[config.mk]
export PLATFORM = sky130hd
export DESIGN_NAME = result_uart_tx
export DESIGN_NICKNAME = d
export VERILOG_FILES = /design/src/rtl/result_uart_tx_pkg.sv /design/src/rtl/result_fifo.sv /design/src/rtl/result_uart_tx.sv
export SDC_FILE = /design/constraint.sdc
export NUM_CORES = 1
export LEC_CHECK = 0
export ABC_CLOCK_PERIOD_IN_PS = 4200
export CAP_MARGIN = 20
export CORE_MARGIN = 2
export CORE_UTILIZATION = 45
export DETAILED_ROUTE_END_ITERATION = 7
export PLACE_DENSITY = 0.68
export SLEW_MARGIN = 20
export SYNTH_ARGS = -nofsm -noshare
export SYNTH_HDL_FRONTEND = slang
export SYNTH_SLANG_ARGS = --single-unit
[constraint.sdc]
create_clock -name clk -period 4.2 [get_ports clk]
set_clock_uncertainty 0.15 [all_clocks]
set_input_delay 0.63 -clock clk [delete_from_list [all_inputs] [get_ports clk]]
set_output_delay 0.63 -clock clk [all_outputs]
set_load 0.01 [all_outputs]
[src/rtl/result_uart_tx_pkg.sv]
// Shared constants for the result UART transmitter: 8N1 frame bits and FSM encodings.
// Latency: n/a (package only).
// Backpressure: n/a (package only).
package result_uart_tx_pkg;

  // 8N1 frame: one low start bit, eight data bits LSB first, one high stop bit.
  localparam logic START_BIT = 1'b0;
  localparam logic STOP_BIT  = 1'b1;
  localparam int   DATA_BITS = 8;

  typedef enum logic [1:0] {
    S_IDLE  = 2'd0,
    S_START = 2'd1,
    S_DATA  = 2'd2,
    S_STOP  = 2'd3
  } uart_state_t;

endpackage

[src/rtl/result_fifo.sv]
// Generic synchronous FIFO with registered occupancy count.
// Latency: a pushed word is visible at dout_o and counted in level_o one cycle after the push edge.
// Backpressure: a push while full is ignored unless a pop happens in the same cycle; pops while empty are ignored.
//
// Ports:
//   clk, rstn        clock, synchronous active-low reset
//   push_i, din_i    write request and data
//   pop_i, dout_o    read request and head-of-queue data (combinational read of the head)
//   full_o, empty_o  occupancy flags derived from the registered level
//   level_o          registered occupancy, 0..DEPTH
module result_fifo #(
  parameter int WIDTH = 8,
  parameter int DEPTH = 4,
  parameter int PTR_W = 2
) (
  input  logic             clk,
  input  logic             rstn,
  input  logic             push_i,
  input  logic [WIDTH-1:0] din_i,
  input  logic             pop_i,
  output logic [WIDTH-1:0] dout_o,
  output logic             full_o,
  output logic             empty_o,
  output logic [PTR_W:0]   level_o
);

  logic [WIDTH-1:0] r_mem [DEPTH];
  logic [PTR_W-1:0] r_wr_ptr;
  logic [PTR_W-1:0] r_rd_ptr;
  logic [PTR_W:0]   r_level;
  logic             w_push;
  logic             w_pop;

  assign full_o  = (r_level == (PTR_W+1)'(DEPTH));
  assign empty_o = (r_level == '0);
  assign level_o = r_level;
  assign dout_o  = r_mem[r_rd_ptr];

  // A pop frees the head slot on the same edge, so a push into a full FIFO is fine then.
  assign w_pop  = pop_i && !empty_o;
  assign w_push = push_i && (!full_o || w_pop);

  // Storage needs no reset: nothing is read until level says it was written.
  always_ff @(posedge clk) begin
    if (w_push) begin
      r_mem[r_wr_ptr] <= din_i;
    end
  end

  // DEPTH is a power of two, so the pointers wrap by natural overflow.
  always_ff @(posedge clk) begin
    if (!rstn) begin
      r_wr_ptr <= '0;
      r_rd_ptr <= '0;
      r_level  <= '0;
    end else begin
      if (w_push) r_wr_ptr <= r_wr_ptr + 1'b1;
      if (w_pop)  r_rd_ptr <= r_rd_ptr + 1'b1;
      case ({w_push, w_pop})
        2'b10:   r_level <= r_level + 1'b1;
        2'b01:   r_level <= r_level - 1'b1;
        default: r_level <= r_level;
      endcase
    end
  end

endmodule

[src/rtl/result_uart_tx.sv]
// Queues classifier result words and sends each one off-chip as an 8N1 UART frame.
// Latency: a result accepted into an empty FIFO with the line idle drives the start bit one cycle later.
// Backpressure: none upstream; results arriving while the FIFO is full are dropped and flagged sticky on overflow_o.
//
// Ports:
//   clk, rstn        clock, synchronous active-low reset (aborts any frame and flushes the queue)
//   result_valid_i   one-cycle strobe qualifying result_i
//   result_i         result word, zero-extended to a byte on the line
//   tx_o             serial line, idles high
//   busy_o           a frame is on the line or results are queued
//   level_o          registered FIFO occupancy
//   overflow_o       sticky: at least one result was lost since reset
import result_uart_tx_pkg::*;

module result_uart_tx #(
  parameter int RES_W        = 7,
  parameter int FIFO_DEPTH   = 4,
  parameter int PTR_W        = 2,
  parameter int CLKS_PER_BIT = 16,
  parameter int CNT_W        = 5
) (
  input  logic             clk,
  input  logic             rstn,
  input  logic             result_valid_i,
  input  logic [RES_W-1:0] result_i,
  output logic             tx_o,
  output logic             busy_o,
  output logic [PTR_W:0]   level_o,
  output logic             overflow_o
);

  uart_state_t      r_state;
  uart_state_t      w_state_nxt;
  logic [CNT_W-1:0] r_cnt;
  logic [2:0]       r_idx;
  logic [7:0]       r_shift;
  logic             r_tx;
  logic             r_ovf;

  logic             w_full;
  logic             w_empty;
  logic [7:0]       w_head;
  logic             w_pop;
  logic             w_busy;
  logic             w_bit_end;
  logic             w_last_bit;

  result_fifo #(
    .WIDTH (8),
    .DEPTH (FIFO_DEPTH),
    .PTR_W (PTR_W)
  ) u_fifo (
    .clk     (clk),
    .rstn    (rstn),
    .push_i  (result_valid_i),
    .din_i   (8'(result_i)),
    .pop_i   (w_pop),
    .dout_o  (w_head),
    .full_o  (w_full),
    .empty_o (w_empty),
    .level_o (level_o)
  );

  assign w_bit_end  = (r_cnt == CNT_W'(CLKS_PER_BIT - 1));
  assign w_last_bit = (r_idx == 3'(DATA_BITS - 1));

  // State register
  always_ff @(posedge clk) begin
    if (!rstn) r_state <= S_IDLE;
    else       r_state <= w_state_nxt;
  end

  // Next-state logic. STOP chains straight into START when work is queued,
  // so consecutive frames have no idle gap.
  always_comb begin
    w_state_nxt = r_state;
    case (r_state)
      S_IDLE:  if (!w_empty) w_state_nxt = S_START;
      S_START: if (w_bit_end) w_state_nxt = S_DATA;
      S_DATA:  if (w_bit_end && w_last_bit) w_state_nxt = S_STOP;
      S_STOP:  if (w_bit_end) w_state_nxt = w_empty ? S_IDLE : S_START;
      default: w_state_nxt = S_IDLE;
    endcase
  end

  // Output logic: pop the head whenever a new frame begins.
  always_comb begin
    w_pop  = 1'b0;
    w_busy = (r_state != S_IDLE) || !w_empty;
    if (!w_empty) begin
      if (r_state == S_IDLE)                w_pop = 1'b1;
      if (r_state == S_STOP && w_bit_end)   w_pop = 1'b1;
    end
  end

  // Datapath: bit-period counter, shift register, line driver, overflow flag.
  always_ff @(posedge clk) begin
    if (!rstn) begin
      r_tx    <= STOP_BIT;
      r_cnt   <= '0;
      r_idx   <= '0;
      r_shift <= '0;
      r_ovf   <= 1'b0;
    end else begin
      if (result_valid_i && w_full && !w_pop) r_ovf <= 1'b1;

      if (w_pop) begin
        r_shift <= w_head;
        r_tx    <= START_BIT;
        r_cnt   <= '0;
        r_idx   <= '0;
      end else begin
        case (r_state)
          S_START: begin
            if (w_bit_end) begin
              r_cnt <= '0;
              r_tx  <= r_shift[0];
            end else begin
              r_cnt <= r_cnt + 1'b1;
            end
          end
          S_DATA: begin
            if (w_bit_end) begin
              r_cnt <= '0;
              if (w_last_bit) begin
                r_tx <= STOP_BIT;
              end else begin
                // r_shift[1] is bit 0 of the shifted value, i.e. the next data bit.
                r_shift <= r_shift >> 1;
                r_idx   <= r_idx + 1'b1;
                r_tx    <= r_shift[1];
              end
            end else begin
              r_cnt <= r_cnt + 1'b1;
            end
          end
          S_STOP: begin
            if (w_bit_end) r_cnt <= '0;
            else           r_cnt <= r_cnt + 1'b1;
          end
          default: r_cnt <= '0;
        endcase
      end
    end
  end

  assign tx_o       = r_tx;
  assign busy_o     = w_busy;
  assign overflow_o = r_ovf;

endmodule

==> results.md, run 1 <==
* Outcome: complete, no violations
* Max-slew violations at 0
* Final min period at between 2 and 3 ns
* DRT antenna net count at 0
* Worst Setup Path Type: flop to flop
* Crit end category: flop
* Worst Path Required at 4.26 ns
* H-Tree Depth at 2
* Drt pass-1 iters at 4
* Core Region at between 0.005 and 0.006 mm²
* Port-buffer cells at 15
* Die Wd at 78.4 µm
* Max Fclk at around 330 MHz
* RR Startpoint: r_cnt[0]
* Syn Inst Count at 197
* Warnings, synthesis at 0
* R2R Setup Slk at about 1.2 ns
* Wire per inst at around 14 µm
* Die Area at 0.00614 mm²
* Hold path start: r_cnt[0]
* Leak at between 1 and 1.5 nW
* Reg clk slew, reported paths at about 0.10 ns
* Mapped Avg Cell Area at 12.6 µm²
* # rows at 27
* CP Data Arrival Time at between 3 and 4 ns
* Clock buffer count from CTS at 5
* Post-route clock period utilization at 0.711
* Via density at 5.10
* Routability cong. at 0.806
* Post-CTS Hold Fix Bufs at 0
* First-pass GRT wire length at about 6600 µm
* Peak supply drop at roughly 260 µV
* Pwr Total at roughly 0.0016 W
* Routed WL at just under 4000 µm
* CTS tree: built
* Hpwl dp at 2760 µm
* Synthesized area at ~0.0025 mm²
* Hold Path Class: flop to flop
* Reg2Reg Depth at 10
* CTS max path bufs at 2
* Flops & latches, synth at between 50 and 60
* Gr usage total at 0.138
* Endpoints failing setup at 0
* Actual slew at the worst max-slew pin at 0.609 ns
* Clk root buf: clkbuf_8
* Largest net degree at the start of global routing at 19
* Nets@finish at about 240
* RR Endpoint: u_fifo.level_o[2]
* Hold Vio Cnt, Final at 0
* Vias in the first global route at around 1400
* Overflow after GRT at 0
* Netlist cell types at 45
* Crit path launch type: flop
* Final TNS setup at 0 ns
* RSZ-0062 raised after global routing: false
* Syn nets at roughly 220
* PostCTS Resize Cnt at 0
* Ports at 16
* Initial Utilization at 0.458
* Antenna violations before repair at 0
* 1st-iter DRT viols at 75
* Critical-path maximum fanout at 15
* Worst-skew pair later-pin latency at 0.31 ns
* Area delta synth->final at 11.3%
* Diodes inserted at 0
* Fraction of layout cells with a size suffix above 1 at 0.0896
* DRC viols at 0
* CTS sink cnt at 56
* Hold depth at 1
* Postcts setup bufs at 0
* Slew Limit Headroom at 0.593
* Hold EP: r_cnt[0]
* Fillers at between 400 and 500
* Die span in y at 78.4 µm
* Seq/Total Area, Yosys at 0.563
* Max-cap viol count at 0
* Power Density at between 500 and 600 mW/mm²
* Via count at between 1000 and 1500
## routing by layer
metal / share of wire / track usage
met5: 0 / 0
met4: 0.014 / 0.0579
met3: 0.023 / 0.0310
met2: 0.46 / 0.222
met1: 0.50 / 0.180
## worst max-delay path by stage
stage / from / end
after floorplan: r_cnt[0] / u_fifo.level_o[2]
after CTS: r_cnt[0] / u_fifo.level_o[2]
after global placement: result_valid_i / u_fifo.level_o[2]
final: r_cnt[0] / u_fifo.level_o[2]
after detailed placement: r_cnt[0] / u_fifo.level_o[2]
after global routing: r_state[0] / busy_o
## sequential cells by signal (all words and copies together), names as in the netlist, named ones only
signal / cells
r_idx: 3
tx_o: 1
r_state: 2
r_shift: 7
u_fifo.r_rd_ptr: 2
r_cnt: 5
u_fifo.level_o: 3
u_fifo.r_mem: 28
overflow_o: 1
u_fifo.r_wr_ptr: 2
## logic make-up (layout without fill, tap and decap cells)
family	after synthesis	count (layout)	synth area share
simple gates	60	60	0.124
flops	56	56	0.563
compound gates	25	25	0.0729
mux	18	18	0.108
buf+inv	16	31	0.0317
fa+ha+maj	14	14	0.0734
xor+xnor	8	8	0.0281
## where the power goes
part	switching, W	internal [W]	leakage, nW
combinational	0.000258	0.000254	0.524
sequential	0.0000841	0.000663	0.487
clock	0.000177	0.000119	0.0445
total	0.000519	0.00104	1.06
## worst max-delay path: stages (launching register included)
cell     delay (ns)
dfxtp_1        0.33
ha_1           0.21
and3_1         0.18
ha_1           0.27
a21o_1         0.29
nand2_4        0.18
nor2_1         0.07
fa_1           0.42
or3_1          0.35
and3_1         0.16
o31a_1         0.26
## cell usage after synthesis (all sizes together)
cell,count,share of area
nand4,2,0.0050
nand3b,1,0.0030
dfxtp,28,0.23
a21boi,1,0.0030
nor4b,1,0.0035
a22oi,1,0.0030
clkinv,1,0.0015
nor2b,3,0.0075
a221oi,1,0.0035
o31a,1,0.0035
and2,5,0.013
xor2,3,0.011
edfxtp,28,0.34
buf,5,0.015
nand2,6,0.012
fa,1,0.0080
a211oi,7,0.021
o211a,1,0.0040
o21ai,3,0.0060
ha,13,0.065
mux2i,11,0.044
a41oi,1,0.0035
mux4,7,0.063
inv,7,0.011
a21o,1,0.0030
and3,5,0.013
a21oi,4,0.0095
a31oi,3,0.010
or4,1,0.0030
nor3,1,0.0020
nand2b,1,0.0025
or3,3,0.0095
xnor2,5,0.018
nor2,24,0.036
clkbuf,3,0.0050
o22ai,1,0.0025
nand3,7,0.014
## cell type report
cell class / count / area [µm²] / share of cell area
repair buffers: 15 / 150 / 0.0542
flip-flops and latches: 56 / 1400 / 0.506
clock inverters: 3 / 21.3 / 0.00767
inverters: 8 / 30.0 / 0.0108
clock buffers: 5 / 68.8 / 0.0248
multi-input cells: 125 / 1010 / 0.364
well taps: 72 / 90.1 / 0.0325
## cell usage in the layout, fill, tap and decap left out, types with 2 or more instances in the layout
master           synthesis  final
and3_1                   5      5
and2_1                   5      5
a31oi_1                  2      2
inv_1                    7      7
or3_1                    2      2
mux4_2                   7      7
mux2i_1                 11     11
xnor2_1                  5      5
a211oi_1                 7      7
clkbuf_8                 0      5
o21ai_0                  2      2
nand4_1                  2      2
clkdlybuf4s50_1          0     15
nand3_1                  7      7
xor2_1                   3      3
ha_1                    13     13
dfxtp_1                 28     28
edfxtp_1                28     28
a21oi_1                  3      3
nand2_1                  5      5
nor2_1                  24     24
nor2b_1                  3      3
## through the flow
step                hold slack, ns  instances  setup slack (ns)   util  cell area, µm²
floorplan                    0.268        197              1.31      -            2490
global placement             0.283        276              1.28  0.493            2680
detailed placement           0.288        276              1.22  0.493            2680
CTS                          0.303        284              1.21  0.510            2770
global route                 0.345        284              1.07  0.510            2770
finish                       0.300        284              1.21  0.510            2770
(Power assumes the default switching activity.)
==> run 2: changes to the inputs <==
- ABC_CLOCK_PERIOD_IN_PS: 4200 -> 2900
- clock period: 4.2 -> 2.9 ns (I/O delays scaled with it)
==> results.md, run 2 (synthesis gave the netlist of run 1 again) <==
* Placement Cell Area at roughly 0.0027 mm²
* First-pass GRT wire length at 6620 µm
* DRT antenna net count at 0
* Clk root buf: clkbuf_8
* Largest net degree at the start of global routing at 21
* Core Region at 0.00544 mm²
* Gr usage total at 0.143
* Area delta synth->final at 13.6%
* Crit path launch type: flop
* Nets@finish at 241
* Worst Setup Path Type: flop to flop
* Hold Path Class: flop to flop
* Final TNS setup at 0 ns
* # rows at 27
* Die span in y at 78.4 µm
* CTS sink cnt at 56
* Outcome: complete, no violations
* Overflow after GRT at 0
* Via count at 1489
* Most flop-heavy register: u_fifo.r_mem
* Post-route cell area at between 0.002 and 0.003 mm²
* CTS max path bufs at 2
* Leak at 1.09 nW
* RSZ-0062 raised after global routing: false
* Fraction of layout cells with a size suffix above 1 at 0.124
* Slew Limit Headroom at 0.610
* Wire per inst at 13.8 µm
* Antenna violations before repair at 0
* Max Fclk at roughly 360 MHz
* Worst hold margin at 0.312 ns
* CP Data Arrival Time at 2.82 ns
* Die Area at 0.00614 mm²
* H-Tree Depth at 2
* RR Endpoint: u_fifo.level_o[2]
* Hpwl dp at around 2800 µm
* Post-route clock period utilization at 0.951
* CTS tree: built
* Ports at 16
* Endpoints failing setup at 0
* CP Launch Point: r_cnt[0]
* Initial Utilization at 0.458
* DRC viols at 0
* Reg2Reg Depth at 10
* Commonest cells after routing, fill and taps aside: dfxtp_1, edfxtp_1, nor2_1
* Setup crit end: u_fifo.level_o[2]
* R2R Setup Slk at 0.14 ns
* Drt pass-1 iters at 4
* Clock buffer count from CTS at 5
* RR Startpoint: r_cnt[0]
* Actual slew at the worst max-slew pin at 0.584 ns
* Critical-path maximum fanout at 6
* Fillers at roughly 470
* Crit end category: flop
* Post-CTS Hold Fix Bufs at 0
* Final min period at between 2 and 3 ns
* Reg clk slew, reported paths at about 0.10 ns
* Die Wd at ~78 µm
* 1st-iter DRT viols at between 50 and 60
* Worst-skew pair later-pin latency at about 0.31 ns
* Routed WL at about 4000 µm
* Via density at between 5 and 6
* Power Density at 822 mW/mm²
* Port-buffer cells at 15
* Worst Path Required at ~3.0 ns
* Max-cap viol count at 0
* Routability cong. at 0.816
* Diodes inserted at 0
* Vias in the first global route at between 1000 and 1500
* Largest regs: u_fifo.r_mem x28, r_shift x7, r_cnt x5
* Max-slew violations at 0
* Hold Vio Cnt, Final at 0
* Max reg flops at 28
* Peak supply drop at 304 µV
* Final core occ at 0.520
-- run 2: cell types whose count changed in the layout (fill, tap and decap cells not counted) --
cell	before	now
a21o_2	0	1
clkinv_2	1	0
clkinvlp_4	1	0
a21o_1	1	0
buf_4	0	6
fa_1	1	0
fa_2	0	1
inv_8	0	1
inv_6	1	2
-- run 2: how the worst min path moves through the flow --
stage,end,cells after the start,slack (ns),startpoint
global placement,r_cnt[0],1,0.28,r_cnt[0]
finish,r_cnt[0],1,0.31,r_cnt[0]
global route,r_cnt[0],1,0.36,r_cnt[0]
detailed placement,r_cnt[0],1,0.30,r_cnt[0]
CTS,r_cnt[0],1,0.32,r_cnt[0]
floorplan,r_cnt[0],1,0.27,r_cnt[0]
-- run 2: report_power, final --
part | internal [W] | switching, W | total, W
Sequential | 0.000960 | 0.000115 | 0.00107
Clock | 0.000183 | 0.000271 | 0.000454
Combinational | 0.000401 | 0.000395 | 0.000796
Total | 0.00154 | 0.000781 | 0.00233
-- run 2: what timing repair did --
item / in CTS / in global routing
resized for setup: 0 / 2
endpoints found under the setup margin: 0 / 1
setup buffers: 0 / 0
-- run 2: layout make-up --
type | instances | area, µm² | area share
Clock buffer | 5 | 68.8 | 0.0243
Clock inverter | 3 | 28.8 | 0.0102
Inverter | 8 | 30.0 | 0.0106
Multi-Input combinational cell | 125 | 1010 | 0.358
Sequential cell | 56 | 1400 | 0.496
Tap cell | 72 | 90.1 | 0.0319
Timing Repair Buffer | 21 | 195 | 0.0690
-- run 2: routing by layer --
| metal | share of wire | track usage |
|---|---|---|
| met5 | 0 | 0 |
| met4 | 0.017 | 0.0632 |
| met3 | 0.028 | 0.0379 |
| met2 | 0.48 | 0.234 |
| met1 | 0.48 | 0.181 |
-- run 2: worst max-delay path, cell delays in order (launching register included) --
cell,delay [ns]
dfxtp_1,0.34
ha_1,0.22
and3_1,0.19
ha_1,0.19
a21o_2,0.27
nand2_4,0.08
nor2_1,0.05
fa_2,0.37
or3_1,0.36
and3_1,0.17
o31a_1,0.26
-- run 2: stage by stage --
| stage | instances | total power, W | setup slack (ns) |
|---|---|---|---|
| final | 290 | 0.00233 | 0.141 |
| after global routing | 290 | 0.00250 | 0.0115 |
| after CTS | 290 | 0.00235 | 0.0610 |
| after detailed placement | 282 | 0.00189 | 0.0963 |
| after global placement | 282 | 0.00188 | 0.179 |
| after floorplan | 197 | 0.00167 | 0.0116 |
==> RTL edit 1, RTL diff (config.mk and constraints of run 1) <==
Change the parameter `FIFO_DEPTH` from 4 to 2.
--- a/src/rtl/result_uart_tx.sv
+++ b/src/rtl/result_uart_tx.sv
@@ -14,7 +14,7 @@
 
 module result_uart_tx #(
   parameter int RES_W        = 7,
-  parameter int FIFO_DEPTH   = 4,
+  parameter int FIFO_DEPTH   = 2,
   parameter int PTR_W        = 2,
   parameter int CLKS_PER_BIT = 16,
   parameter int CNT_W        = 5
Behaviour: not the same (Yosys sat finds a counterexample within 10 cycles, from zero or initial values and one cycle with rstn low).
==> RTL edit 1 against run 1 <==
- design area decreased by 27%
- routed wire length decreased by 31%
- setup slack got worse by 0.21 ns
- sequential share of layout area decreased by 5.1 points
- core utilization increased by 4.3 points
- sequential cell count decreased by 17
- power decreased by 5.9%
- clock power increased by 6.8%
- synthesized area decreased by 31%
- cell count decreased by 23%
- count of clock-buffer cells in the layout unchanged
- largest cell class unchanged
==> RTL edit 1: results (changes against run 1) <==
{
  "grt": {
    "grt_pass1_wl": {"value": 4600, "unit": "um", "change": "was 6560 um"},
    "grt_max_degree": {"value": 17, "change": "was 19"},
    "gr-usage-met3": {"value": 6.64, "unit": "%", "change": "was 3.10%"},
    "grt_util_all_layers": {"value": 14.5, "unit": "%", "change": "was 13.8%"},
    "grtUsageMet1": {"value": 16.5, "unit": "%", "change": "was 18.0%"},
    "vias_in_the_first_global_route": {"value": 1084, "change": "was 1370"},
    "use_met2": {"value": 24.1, "unit": "%", "change": "was 22.2%"}
  },
  "synth": {
    "synth_seq_area_share": {"value": 53.4, "unit": "%", "change": "was 56.3%"},
    "synth_fa_ha_area_share": {"value": 8.41, "unit": "%", "change": "was 7.34%"},
    "post_synth_main_area_contributors": {"value": "sky130_fd_sc_hd__dfxtp_1 29%, sky130_fd_sc_hd__edfxtp_1 24%, sky130_fd_sc_hd__ha_1 7.3%", "change": "was sky130_fd_sc_hd__edfxtp_1 34%, sky130_fd_sc_hd__dfxtp_1 23%, sky130_fd_sc_hd__ha_1 6.5%"},
    "mappedNetlistNets": {"value": 172, "change": "was 221"},
    "synth_edf_count": {"value": 14, "change": "was 28"},
    "post_synth_num_cell_types": {"value": 32, "change": "was 45"},
    "synth_mux_area_share": {"value": 6.45, "unit": "%", "change": "was 10.8%"},
    "synth_common_cells": {"value": "25 x sky130_fd_sc_hd__dfxtp_1, 22 x sky130_fd_sc_hd__nor2_1, 14 x sky130_fd_sc_hd__edfxtp_1", "change": "was 28 x sky130_fd_sc_hd__dfxtp_1, 28 x sky130_fd_sc_hd__edfxtp_1, 24 x sky130_fd_sc_hd__nor2_1"}
  },
  "cells_and_area": {
    "final_layout_size_suffix_gt1_share": {"value": 8.82, "unit": "%", "change": "was 8.96%"},
    "design.final.nets": {"value": 190, "change": "was 235"},
    "largestRegisters": {"value": "u_fifo.r_mem (14), r_shift (7), r_cnt (5)", "change": "was u_fifo.r_mem (28), r_shift (7), r_cnt (5)"}
  },
  "route": {
    "detail_route.vias_per_cell": {"value": 5.05, "change": "was 5.10"},
    "wirelength": {"value": 2670, "unit": "um", "change": "was 3880 um"}
  },
  "critical_path": {
    "critPathMaxStageDelay": {"value": 0.40, "unit": "ns", "change": "was 0.42 ns"},
    "timing.critical_path.max_delay_family": {"value": "adder cells", "change": "was simple AND/OR/NAND/NOR gates"},
    "slowest_stage": {"value": "sky130_fd_sc_hd__or3_2", "change": "was sky130_fd_sc_hd__fa_1"},
    "max_fo_critical_path": {"value": 6, "change": "was 15"}
  },
  "clock_network": {
    "insertion_delay": {"value": 0.29, "unit": "ns", "change": "was 0.31 ns"},
    "clk_pin_slew_worst_paths": {"value": 0.08, "unit": "ns", "change": "was 0.10 ns"}
  },
  "power_and_ir_drop": {
    "leak_pwr": {"value": 0.000818, "unit": "uW", "change": "was 0.00106 uW"},
    "ir_worst_vdd": {"value": 0.000359, "unit": "V", "change": "was 0.000264 V"}
  },
  "timing": {
    "slew_limit_headroom": {"value": 58.0, "unit": "%", "change": "was 59.3%"}
  },
  "outcome": {
    "status": {"value": "complete, no violations", "change": "unchanged"}
  }
}
-- RTL edit 1: cell types whose count changed in the layout (fill, tap and decap cells not counted), moves of 4 or more --
cell                              run 1  this run
sky130_fd_sc_hd__nand3_1              7         2
sky130_fd_sc_hd__a21oi_1              3         7
sky130_fd_sc_hd__mux4_2               7         0
sky130_fd_sc_hd__edfxtp_1            28        14
sky130_fd_sc_hd__a211oi_1             7        12
sky130_fd_sc_hd__and2_1               5         0
-- RTL edit 1: per-stage QoR --
stage	cell area, um^2	util [%]	total power, uW	cells	setup slack [ns]
floorplan	1730	-	1020	151	1.20
global placement	1910	52.1	1140	210	1.11
detailed placement	1910	52.1	1160	210	1.00
CTS	2020	55.3	1480	218	0.995
global route	2020	55.3	1580	218	0.848
finish	2020	55.3	1460	218	1.01
-- RTL edit 1: cell families after synthesis --
kind of cell,Yosys count
xor+xnor,7
fa+ha+maj,11
mux,11
buf+inv,14
simple gates,42
flops,39
compound gates,27
-- RTL edit 1: cell type report --
cell class	count	area, um^2
well taps	48	60.1
repair buffers	15	150
multi-input cells	98	739
clock inverters	3	47.5
inverters	10	37.5
flip-flops and latches	39	921
fillers	333	1640
clock buffers	5	68.8
-- RTL edit 1: path summary, 6_finish.rpt --
kind              depth (start not counted)     start  slack [ns]           endpoint
setup / recovery                         11  r_cnt[0]        1.01  u_fifo.level_o[2]
hold / removal                            1  r_cnt[0]        0.31           r_cnt[0]
setup reg to reg                         11  r_cnt[0]        1.01  u_fifo.level_o[2]
hold reg to reg                           1  r_cnt[0]        0.31           r_cnt[0]
-- RTL edit 1: report_power, final --
| part | switching [uW] | leakage, uW | internal, uW |
|---|---|---|---|
| clock | 135 | 0.0000587 | 180 |
| combinational | 307 | 0.000423 | 281 |
| sequential | 75.5 | 0.000336 | 485 |
-- RTL edit 1: metal layers --
| layer | share of wire [%] | wire length (um) | vias to the layer above |
|---|---|---|---|
| met4 | 1.1 | 30 | 0 |
| met3 | 3.1 | 83 | 4 |
| li1 | - | - | 569 |
| met5 | 0 | 0 | - |
| met2 | 51 | 1370 | 13 |
| met1 | 45 | 1190 | 514 |
==> RTL edit 2, RTL diff (config.mk and constraints of run 1) <==
Without the edit above. Reset style: asynchronous (`rstn`), changed in 3 clocked blocks. Comments in the files are not updated.
--- a/src/rtl/result_fifo.sv
+++ b/src/rtl/result_fifo.sv
@@ -48,7 +48,7 @@
   end
 
   // DEPTH is a power of two, so the pointers wrap by natural overflow.
-  always_ff @(posedge clk) begin
+  always_ff @(posedge clk or negedge rstn) begin
     if (!rstn) begin
       r_wr_ptr <= '0;
       r_rd_ptr <= '0;
--- a/src/rtl/result_uart_tx.sv
+++ b/src/rtl/result_uart_tx.sv
@@ -65,7 +65,7 @@
   assign w_last_bit = (r_idx == 3'(DATA_BITS - 1));
 
   // State register
-  always_ff @(posedge clk) begin
+  always_ff @(posedge clk or negedge rstn) begin
     if (!rstn) r_state <= S_IDLE;
     else       r_state <= w_state_nxt;
   end
@@ -94,7 +94,7 @@
   end
 
   // Datapath: bit-period counter, shift register, line driver, overflow flag.
-  always_ff @(posedge clk) begin
+  always_ff @(posedge clk or negedge rstn) begin
     if (!rstn) begin
       r_tx    <= STOP_BIT;
       r_cnt   <= '0;
Behaviour: differs if rstn is asserted again (counterexample within 4 cycles, from zero or initial values and one cycle with rstn low); with rstn held inactive, the same outputs for 10 cycles.
==> RTL edit 2 against run 1 <==
- worst hold slack got worse by 0.14 ns
- sequential cell count decreased by 2
- routed wire length increased by 1.3%
- register-to-register slack improved by 0.07 ns
- maximum frequency increased by 0.91%
- synthesized area decreased by 1.9%
- power increased by 21%
- setup slack improved by 0.027 ns
- first-iteration DRC count decreased by 15%
- design area decreased by 0.77%
- count of clock-buffer cells in the layout unchanged
- critical path type is now reg2out
- critical endpoint is now busy_o
- largest cell class unchanged
- largest power group unchanged
==> RTL edit 2: results (changes against run 1) <==
{
  "route": {
    "routedWlPerCell": {"value": 15.4, "unit": "um", "change": "was 13.7 um"},
    "drt-initial-drc-count": {"value": 64, "change": "was 75"},
    "detail_route.vias_per_cell": {"value": 5.24, "change": "was 5.10"}
  },
  "cells_and_area": {
    "final_layout_size_suffix_gt1_share": {"value": 14.1, "unit": "%", "change": "was 8.96%"},
    "design.final.nets": {"value": 208, "change": "was 235"},
    "fill_cells": {"value": 435, "change": "was 481"}
  },
  "critical_path": {
    "max_fo_critical_path": {"value": 5, "change": "was 15"},
    "slowest_stage": {"value": "sky130_fd_sc_hd__or4b_1", "change": "was sky130_fd_sc_hd__fa_1"},
    "arrival": {"value": 2.18, "unit": "ns", "change": "was 3.04 ns"},
    "critPathMaxStageDelay": {"value": 0.52, "unit": "ns", "change": "was 0.42 ns"}
  },
  "grt": {
    "grt_max_degree": {"value": 27, "change": "was 19"},
    "grt_util_all_layers": {"value": 14.3, "unit": "%", "change": "was 13.8%"},
    "vias_in_the_first_global_route": {"value": 1384, "change": "was 1370"},
    "grt_pass1_wl": {"value": 6570, "unit": "um", "change": "was 6560 um"}
  },
  "placement": {
    "placedInstanceArea": {"value": 0.00266, "unit": "mm^2", "change": "was 0.00268 mm^2"},
    "gp_congestion": {"value": 0.728, "change": "was 0.806"},
    "dpl.hpwl": {"value": 2880, "unit": "um", "change": "was 2760 um"}
  },
  "timing": {
    "slew_limit_headroom": {"value": 55.4, "unit": "%", "change": "was 59.3%"}
  },
  "synth": {
    "synth_seq_area_share": {"value": 61.1, "unit": "%", "change": "was 56.3%"},
    "post_synth_num_cell_types": {"value": 38, "change": "was 45"},
    "synth_common_cells": {"value": "28 x sky130_fd_sc_hd__edfxtp_1, 25 x sky130_fd_sc_hd__dfrtp_1, 13 x sky130_fd_sc_hd__ha_1", "change": "was 28 x sky130_fd_sc_hd__dfxtp_1, 28 x sky130_fd_sc_hd__edfxtp_1, 24 x sky130_fd_sc_hd__nor2_1"},
    "post_synth_main_area_contributors": {"value": "sky130_fd_sc_hd__edfxtp_1 34%, sky130_fd_sc_hd__dfrtp_1 26%, sky130_fd_sc_hd__ha_1 6.7%", "change": "was sky130_fd_sc_hd__edfxtp_1 34%, sky130_fd_sc_hd__dfxtp_1 23%, sky130_fd_sc_hd__ha_1 6.5%"},
    "mappedNetlistNets": {"value": 189, "change": "was 221"}
  },
  "worst_hold_path": {
    "timing.hold.worst.class": {"value": "in2async", "change": "was reg2reg"}
  },
  "power_and_ir_drop": {
    "leak_pwr": {"value": 0.00107, "unit": "uW", "change": "was 0.00106 uW"}
  },
  "outcome": {
    "status": {"value": "complete, no violations", "change": "unchanged"}
  }
}
-- RTL edit 2: worst paths after layout --
check	startpoint	end	slack [ns]	cells after the start
max in group asynchronous	rstn	u_fifo.level_o[0]	3.35	1
hold / removal	rstn	r_cnt[0]	0.16	1
setup reg to reg	r_cnt[0]	u_fifo.level_o[2]	1.28	11
min in group clk	r_cnt[0]	r_cnt[0]	0.32	1
hold reg to reg	r_cnt[0]	r_cnt[0]	0.32	1
setup / recovery	r_state[0]	busy_o	1.24	4
-- RTL edit 2: final cells by class --
| cell class | count | area [um^2] | share of cell area [%] |
|---|---|---|---|
| clock buffers | 5 | 68.8 | 2.50 |
| clock inverters | 3 | 26.3 | 0.955 |
| inverters | 10 | 37.5 | 1.36 |
| multi-input cells | 98 | 892 | 32.4 |
| flip-flops and latches | 54 | 1490 | 54.3 |
| well taps | 70 | 87.6 | 3.18 |
| repair buffers | 15 | 145 | 5.28 |
-- RTL edit 2: through the flow --
stage	hold WS [ns]	instances	worst slack [ns]	power [uW]	utilization (%)
CTS	0.167	255	1.24	1900	53.2
detailed placement	0.315	247	1.31	1600	51.3
global route	0.201	255	1.09	2020	53.2
finish	0.155	255	1.24	1880	53.2
floorplan	0.184	165	1.63	1390	-
global placement	0.290	247	1.48	1560	51.4
-- RTL edit 2: cells by family (layout without fill, tap and decap cells) --
| kind of cell | after synthesis | after routing | synth area share [%] |
|---|---|---|---|
| fa+ha+maj | 14 | 14 | 7.48 |
| flops | 54 | 54 | 61.1 |
| simple gates | 39 | 39 | 8.97 |
| buf+inv | 13 | 33 | 2.36 |
| mux | 20 | 20 | 12.1 |
| compound gates | 16 | 16 | 4.76 |
| xor+xnor | 9 | 9 | 3.23 |
-- RTL edit 2: worst max-delay path: cells and delay by family, from the launching register on --
| family | cells | cell delay [ns] |
|---|---|---|
| fa+ha+maj | 1 | 0.27 |
| buf+inv | 2 | 0.67 |
| flops | 1 | 0.42 |
| simple gates | 1 | 0.52 |
-- RTL edit 2: routing by layer --
metal  share of wire, %  track usage [%]  vias to the layer above  routed length [um]
li1                   -                -                      638                   -
met4                1.4             4.82                        0                  55
met5                  0                0                        -                   0
met2                 53             24.9                       24                2070
met1                 43             17.5                      669                1670
met3                3.4             3.49                        6                 135
-- RTL edit 2: power by group --
| group | switching [uW] | total [uW] | internal [uW] |
|---|---|---|---|
| Sequential | 131 | 860 | 729 |
| Clock | 175 | 298 | 123 |
| Combinational | 371 | 721 | 350 |
| Total | 678 | 1880 | 1200 |
